<file path="src/rtl/parking_pkg.sv">
// rtl/parking_pkg.sv - shared gate-state encoding and width helpers for the parking zone controller
package parking_pkg;

    typedef enum logic {
        IDLE = 1'b0,
        OPEN = 1'b1
    } gate_state_e;

    // Bits needed to index n items; never below 1 so single-zone builds stay legal.
    function automatic int idx_width(input int n);
        return (n > 1) ? $clog2(n) : 1;
    endfunction

    // Bits needed to hold values 0..v inclusive.
    function automatic int val_width(input int v);
        return (v > 0) ? $clog2(v + 1) : 1;
    endfunction

endpackage

</file>
<file path="src/rtl/zone_counter.sv">
// rtl/zone_counter.sv - saturating per-zone occupancy counter with sticky underflow flag
module zone_counter
    import parking_pkg::*;
#(
    parameter int ZONE_CAP = 20,
    parameter int AF_FREE  = 2,
    parameter int CW       = val_width(ZONE_CAP)
) (
    input  logic          clk,
    input  logic          rst,
    input  logic          inc_i,
    input  logic          dec_i,
    input  logic          reserved_i,
    output logic [CW-1:0] count_o,
    output logic          full_o,
    output logic          afull_o,
    output logic          underflow_o
);

    localparam logic [CW-1:0] CAP = CW'(ZONE_CAP);

    logic [CW-1:0] count_q, count_d;
    logic          uf_q, uf_d;
    logic [CW:0]   occ;
    logic [CW:0]   free_sp;

    always_comb begin
        count_d = count_q;
        uf_d    = uf_q;
        unique case ({inc_i, dec_i})
            2'b10: begin
                if (count_q != CAP) count_d = count_q + 1'b1;
            end
            2'b01: begin
                if (count_q != '0) count_d = count_q - 1'b1;
                else               uf_d    = 1'b1;
            end
            // Commit and exit together cancel: the exit sees the committed car, so no underflow.
            default: ;
        endcase
    end

    always_ff @(posedge clk) begin
        if (rst) begin
            count_q <= '0;
            uf_q    <= 1'b0;
        end else begin
            count_q <= count_d;
            uf_q    <= uf_d;
        end
    end

    // A reservation is only ever granted into a non-full zone, so occ never exceeds CAP.
    always_comb begin
        occ     = {1'b0, count_q} + {{CW{1'b0}}, reserved_i};
        free_sp = {1'b0, CAP} - occ;
    end

    assign count_o     = count_q;
    assign full_o      = (occ == {1'b0, CAP});
    assign afull_o     = (int'(free_sp) <= AF_FREE);
    assign underflow_o = uf_q;

endmodule

</file>
<file path="src/rtl/parking_zone_ctrl.sv">
// rtl/parking_zone_ctrl.sv - multi-zone parking entry gate FSM with per-zone occupancy tracking
module parking_zone_ctrl
    import parking_pkg::*;
#(
    parameter int NUM_ZONES    = 4,
    parameter int ZONE_CAP     = 20,
    parameter int AF_FREE      = 2,
    parameter int GATE_TIMEOUT = 100,
    localparam int ZW          = idx_width(NUM_ZONES),
    localparam int CW          = val_width(ZONE_CAP),
    localparam int TW          = val_width(NUM_ZONES * ZONE_CAP)
) (
    input  logic                    clk,
    input  logic                    rst,
    input  logic                    entry_req,
    input  logic [ZW-1:0]           entry_zone,
    input  logic                    car_passed,
    input  logic [NUM_ZONES-1:0]    exit_pulse,
    output logic                    gate_open,
    output logic                    entry_grant,
    output logic                    entry_reject,
    output logic                    gate_timeout,
    output logic [NUM_ZONES*CW-1:0] count,
    output logic [NUM_ZONES-1:0]    zone_full,
    output logic [NUM_ZONES-1:0]    zone_afull,
    output logic [TW-1:0]           total_count,
    output logic                    lot_full,
    output logic [NUM_ZONES-1:0]    err_underflow
);

    localparam int TMW = val_width(GATE_TIMEOUT);
    localparam logic [TMW-1:0] TMR_LAST = TMW'(GATE_TIMEOUT - 1);

    gate_state_e         state_q, state_d;
    logic [ZW-1:0]       zone_q, zone_d;
    logic [TMW-1:0]      tmr_q, tmr_d;
    logic                grant_q, grant_d;
    logic                reject_q, reject_d;
    logic                timeout_q, timeout_d;
    logic                commit;

    logic [NUM_ZONES-1:0] inc;
    logic [NUM_ZONES-1:0] reserved;
    logic [(2**ZW)-1:0]   full_pad;
    logic                 req_valid;
    logic [CW-1:0]        cnt [NUM_ZONES];

    // Zero-pad so an out-of-range entry_zone can never index past the real zones.
    always_comb begin
        full_pad                = '0;
        full_pad[NUM_ZONES-1:0] = zone_full;
        req_valid               = (int'(entry_zone) < NUM_ZONES);
    end

    always_comb begin
        state_d   = state_q;
        zone_d    = zone_q;
        tmr_d     = tmr_q;
        grant_d   = 1'b0;
        reject_d  = 1'b0;
        timeout_d = 1'b0;
        commit    = 1'b0;
        unique case (state_q)
            IDLE: begin
                if (entry_req) begin
                    if (req_valid && !full_pad[entry_zone]) begin
                        state_d = OPEN;
                        zone_d  = entry_zone;
                        tmr_d   = '0;
                        grant_d = 1'b1;
                    end else begin
                        reject_d = 1'b1;
                    end
                end
            end
            OPEN: begin
                if (car_passed) begin
                    commit  = 1'b1;
                    state_d = IDLE;
                end else if (tmr_q == TMR_LAST) begin
                    state_d   = IDLE;
                    timeout_d = 1'b1;
                end else begin
                    tmr_d = tmr_q + 1'b1;
                end
            end
            default: state_d = IDLE;
        endcase
    end

    always_ff @(posedge clk) begin
        if (rst) begin
            state_q   <= IDLE;
            zone_q    <= '0;
            tmr_q     <= '0;
            grant_q   <= 1'b0;
            reject_q  <= 1'b0;
            timeout_q <= 1'b0;
        end else begin
            state_q   <= state_d;
            zone_q    <= zone_d;
            tmr_q     <= tmr_d;
            grant_q   <= grant_d;
            reject_q  <= reject_d;
            timeout_q <= timeout_d;
        end
    end

    always_comb begin
        inc      = '0;
        reserved = '0;
        for (int z = 0; z < NUM_ZONES; z++) begin
            reserved[z] = (state_q == OPEN) && (zone_q == ZW'(z));
            inc[z]      = commit && (zone_q == ZW'(z));
        end
    end

    for (genvar g = 0; g < NUM_ZONES; g++) begin : g_zone
        zone_counter #(
            .ZONE_CAP (ZONE_CAP),
            .AF_FREE  (AF_FREE),
            .CW       (CW)
        ) u_zone (
            .clk         (clk),
            .rst         (rst),
            .inc_i       (inc[g]),
            .dec_i       (exit_pulse[g]),
            .reserved_i  (reserved[g]),
            .count_o     (cnt[g]),
            .full_o      (zone_full[g]),
            .afull_o     (zone_afull[g]),
            .underflow_o (err_underflow[g])
        );
        assign count[g*CW +: CW] = cnt[g];
    end

    always_comb begin
        total_count = '0;
        for (int z = 0; z < NUM_ZONES; z++) begin
            total_count = total_count + TW'(cnt[z]);
        end
    end

    assign lot_full     = &zone_full;
    assign gate_open    = (state_q == OPEN);
    assign entry_grant  = grant_q;
    assign entry_reject = reject_q;
    assign gate_timeout = timeout_q;

endmodule

</file>
<file path="config.mk">
export PLATFORM = sky130hd
export DESIGN_NAME = parking_zone_ctrl
export DESIGN_NICKNAME = d
export VERILOG_FILES = /design/src/rtl/parking_pkg.sv /design/src/rtl/zone_counter.sv /design/src/rtl/parking_zone_ctrl.sv
export SDC_FILE = /design/constraint.sdc
export NUM_CORES = 1
export LEC_CHECK = 0
export ABC_AREA = 1
export BUFFER_PORTS_ARGS = -buffer_cell sky130_fd_sc_hd__buf_2
export CAP_MARGIN = 10
export CORE_MARGIN = 2
export CORE_UTILIZATION = 47
export DETAILED_ROUTE_END_ITERATION = 6
export GPL_ROUTABILITY_DRIVEN = 0
export PLACE_DENSITY = 0.64
export REMOVE_ABC_BUFFERS = 1
export SYNTH_ARGS = -nofsm -noshare
export SYNTH_HDL_FRONTEND = slang
export SYNTH_SLANG_ARGS = --single-unit
</file>
<file path="constraint.sdc">
create_clock -name clk -period 3.91 [get_ports clk]
set_input_delay 0.782 -clock clk [delete_from_list [all_inputs] [get_ports clk]]
set_output_delay 0.782 -clock clk [all_outputs]
set_load 0.005 [all_outputs]
</file>
== After elaboration in Yosys (flattened, before gate mapping) ==
Index checks and enable logic that the tools add are counted.

* Register bits after elaboration: 37
* Bits in latches: 0
* Memory bits (writable): 0
* Memory bits (read-only): 0
* Input port bits: 10
* Output and inout port bits: 44
* Logic and storage cells: 137
* Memories: 0

* Add/subtract/negate cells: 20
* $mul: 0
* Divide/modulo/power cells: 0
* Magnitude comparators: 5
* Eq/ne operators: 32
* Shift operators: 0
* Mux-type cells: 28
* Bitwise gates (word level): 7
* Reduce and logical (&&, ||, !) cells: 31

{| class="wikitable"
|+ Operators by type and width
! kind !! number
|-
| $mux W5 || 8
|-
| $pmux W5 S2 || 4
|-
| $mux W7 || 4
|-
| $add A5 B1 Y6 || 4
|-
| $eq A6 B5 Y1 const B || 4
|-
| $le A6 B2 Y1 const B || 4
|-
| $sub A5 B6 Y6 const A || 4
|-
| $add A5 B1 Y5 const B || 4
|-
| $ne A5 B5 Y1 const B || 4
|-
| $reduce_bool A5 Y1 || 4
|-
| $sub A5 B1 Y5 const B || 4
|-
| $ne A2 B1 Y1 const B || 8
|-
| $reduce_and A3 Y1 || 5
|-
| $pmux W7 S2 || 1
|-
| $eq A2 B2 Y1 const B || 6
|-
| $eq A2 B1 Y1 const B || 5
|-
| $mux W1 || 9
|-
| $logic_and A1 B1 Y1 || 8
|-
| $ne A2 B2 Y1 const B || 4
|-
| $reduce_and A2 Y1 || 4
|-
| $reduce_and A4 Y1 || 2
|-
| $reduce_bool A2 Y1 || 4
|-
| $add A6 B5 Y7 || 1
|-
| $add A7 B1 Y7 const B || 1
|-
| 10 further kinds || 17
|}

== Logic depth before layout (Yosys ltp) ==
* Depth in word-level cells: 9
* Mapped depth: 15
* Mapped depth without buffers: 15

== Cells and area by module ==
A second synthesis with hierarchy kept.

* Cells, all modules: 571
* Area total of the unflattened synthesis: 3,823.7 sq um

{| class="wikitable"
|+ By module, submodules not included
! module !! times used !! cells each !! area each (sq um) !! seq. area each (sq um)
|-
| zone_counter || 4 || 102 || 656.9 || 120.1
|-
| parking_zone_ctrl || 1 || 163 || 1,196.1 || 260.2
|}

== Worst setup path before layout ==
OpenSTA, ideal clock, no wires.

* Path type: register to output
* From: register g_zone[1].u_zone.count_q[1]
* To: output port total_count[5]
* Arrival time: 2.407 ns
* Data required time: 3.128 ns
* Setup slack: 0.721 ns
* Cell stages (with the launch flop): 8
* Buffers on the path: 0
* Cells stage by stage: dfxtp_1 -> fa_1 -> fa_1 -> ha_1 -> fa_1 -> a21oi_1 -> o21ai_0 -> xor2_1

* Longest elaborated chain between the ends: 3

{| class="wikitable"
|+ RTL lines
! what !! line !! source
|-
| start, declared || zone_counter.sv:22 || <nowiki>logic [CW-1:0] count_q, count_d;</nowiki>
|-
| start signal, assigned || zone_counter.sv:48 || <nowiki>count_q <= count_d;</nowiki>
|-
| $add A5 B5 Y6 || parking_zone_ctrl.sv:140 || <nowiki>total_count = total_count + TW'(cnt[z]);</nowiki>
|-
| $add A6 B5 Y7 || parking_zone_ctrl.sv:140 ||
|-
| $add A7 B5 Y7 || parking_zone_ctrl.sv:140 ||
|-
| end, declared || parking_zone_ctrl.sv:26 || <nowiki>output logic [TW-1:0] total_count,</nowiki>
|}

No other way between the ends.

== Final worst setup path ==
* From: register g_zone[0].u_zone.count_q[3]
* To: output port total_count[6]

* Longest elaborated chain between the ends: 3

{| class="wikitable"
|+ RTL lines
! what !! line
|-
| start, declared || zone_counter.sv:22
|-
| start signal, assigned || zone_counter.sv:48
|-
| $add A5 B5 Y6 || parking_zone_ctrl.sv:140
|-
| $add A6 B5 Y7 || parking_zone_ctrl.sv:140
|-
| $add A7 B5 Y7 || parking_zone_ctrl.sv:140
|}

No other way between the ends.

==> impl_metrics.yaml <==
clocking:
  cts-hold-fix-buffers: 0
  post-cts-setup-buffers: 0
  cts_sinks: 37
  clk_pin_slew_ps: 70
  cts_tree: "done"
  clock_latency_ps: 290
  ctsHtreeMaxLevel: 2
  clockRootBuffer: "clkbuf_8"
  cts_buffers: 5
  cts_resized: 0
  clock_path_buffers: 2
sta:
  clock_skew_ps: 13.6
  tightest_slew_ps: 720
  grt_setup_unrepaired: "true"
  layout_setup_ws_ps: 280
  fmax_mhz: 276
  tns_ps: 0
  fin_hold_ws_ps: 448
  final-hold-violation-count: 0
  fin_crit_sh_pct: 92.8
  fin_crit_ps: 3630
  drv_slew: 0
  max-slew-margin-rel_pct: 51.9
  setup_viol: 0
flow_run:
  timing.max_cap.violations: 0
critical_path:
  cp-start-kind: "flop"
  path_common_cell: "fa_1"
  crit_family: "adder cells"
  crit_required_ps: 3130
  crit_buf_inv: 2
  path_max_fanout: 9
  crit_path_top_delay_cell: "fa_1"
  cpPeakStageDelay_ps: 590
  critical_path_class: "flop to output port"
  cp.arrival_ps: 2850
  crit_path_end_kind: "output port"
  crit_path_cell_trace: "fa_1 -> fa_1 -> ha_1 -> a21oi_1 -> inv_1 -> a31oi_1 -> o21ai_0 -> a21o_1 -> buf_2"
floorplanning:
  core_area_um2: 7610
  initial_core_util_pct: 47.6
  fp.dieW_um: 91.8
  pin_count: 54
  core.rowCount: 32
  die_area_um2: 8420
  die_y_um: 91.8
synth:
  syn_area_um2: 3620
  ys_seq_area_share_pct: 20.5
  synth.avg_cell_area_um2: 7.36
  ys_warn_count: 0
  syn-instance-count: 492
  synth-async-reset-ratio_pct: 0
  synth.ff_latch_count: 37
  synth_edf_count: 0
  netlist-cell-type-count: 40
  synth_flop_cell: "dfxtp_1"
grt:
  grt_max_degree: 26
  antenna_found_initial: 0
  grt_pass1_vias: 3073
  overflow: 0
  grt_pass1_wl_mm: 14.0
  grtUsageTotal_pct: 20.4
placement:
  port_buffers: 53
  dp_cells: 633
  postPlaceCellArea_um2: 3890
  dp_worst_setup_slack_ps: 481
  dp_hpwl_mm: 6.57
drt:
  avgViaCountPerCell: 5.17
  wl_mm: 8.41
  ant_nets: 0
  vias: 3309
  drtIter0Drc: 99
  drc: 0
  drt_pass1_iterations: 5
  wl_per_cell_um: 13.1
cells_and_area:
  n_antenna_cell: 0
  final_cell_mix: "78 x inv_1, 65 x nand2_1, 53 x buf_2"
  drive_gt1_share_pct: 20.1
  nets: 605
  final_area_um2: 3990
  syn_to_final_growth_pct: 10.2
  layout.cells.non_filler: 640
  mostFrequentLayoutCell: "inv_1"
status:
  outcome: "finished, final reports clean"
pwr:
  irDropWorstVdd_mv: 0.201
  power_density_nw_per_um2: 402
  power_leakage_nw: 2.00
worst_hold_path:
  hold_class: "flop to flop"
-- final cells by class --
cell class	instances	area, um2
multi-input combinational	354	2410
tap	102	128
fill	764	3620
timing repair buffer	60	318
inverter	80	300
sequential	37	746
clock buffer	7	86.3
-- routing by layer --
layer / GRT usage (%) / vias to the layer above / part of all wire [%]
li1: - / 1708 / -
met1: 26.6 / 1510 / 46
met2: 34.8 / 81 / 49
met3: 3.37 / 10 / 4.3
met4: 5.72 / 0 / 1.2
met5: 0 / - / 0
-- power by group --
| group | switching [W] | total, W | internal (W) |
|---|---|---|---|
| Combinational | 0.000465 | 0.000822 | 0.000357 |
| Clock | 0.000137 | 0.000277 | 0.000140 |
| Sequential | 0.0000793 | 0.000507 | 0.000427 |
| Total | 0.000681 | 0.00161 | 0.000925 |
-- synthesized netlist by cell type (4+ instances only) --
master | number | area (um2)
nor3_1 | 10 | 50.1
nand2_2 | 10 | 62.6
nand3_1 | 37 | 185
a21oi_1 | 31 | 155
xor2_1 | 12 | 105
buf_4 | 12 | 90.1
dfxtp_1 | 37 | 741
a21oi_2 | 8 | 70.1
a211oi_1 | 4 | 30.0
nand2_1 | 65 | 244
or2_2 | 4 | 25.0
nand4_1 | 10 | 62.6
o21ai_0 | 35 | 175
nor2_1 | 34 | 128
nand3_2 | 4 | 40.0
buf_6 | 4 | 45.0
fa_1 | 14 | 280
nor4_1 | 4 | 25.0
ha_1 | 43 | 538
inv_1 | 78 | 293
-- worst paths after layout --
check / from / to / slack (ps) / cells after the start
max: g_zone[0].u_zone.count_o[3] / total_count[6] / 280 / 9
min: g_zone[3].u_zone.underflow_o / g_zone[3].u_zone.underflow_o / 450 / 2
max reg2reg: gate_open / tmr_q[4] / 980 / 15
min reg2reg: g_zone[3].u_zone.underflow_o / g_zone[3].u_zone.underflow_o / 450 / 2
-- tightest hold or removal path, cell delays in order, from the launching register on --
cell	delay (ps)
dfxtp_1	310
inv_1	40
a21oi_1	50
-- cell families after synthesis --
| kind of cell | share of synthesized area (%) |
|---|---|
| AOI/OAI and AO/OA | 14.7 |
| and+or+nand+nor | 26.4 |
| buffers and inverters | 13.0 |
| xor gates and xnor gates | 2.90 |
| DFF | 20.5 |
| adders and majority gates | 22.6 |
-- state kept, by name, summed over array words and instances (netlist names) --
register,flops
tmr_q,7
entry_reject,1
entry_grant,1
g_zone.u_zone.count_o,20
gate_open,1
zone_q,2
gate_timeout,1
g_zone.u_zone.underflow_o,4
-- stage by stage --
step           util (%)  total power [W]
4_1_cts            52.3          0.00162
3_5_place_dp       51.2          0.00134
6_report           52.5          0.00161
3_3_place_gp       51.2          0.00132
5_1_grt            52.5          0.00177
2_1_floorplan         -          0.00106
(Power assumes the default switching activity.)
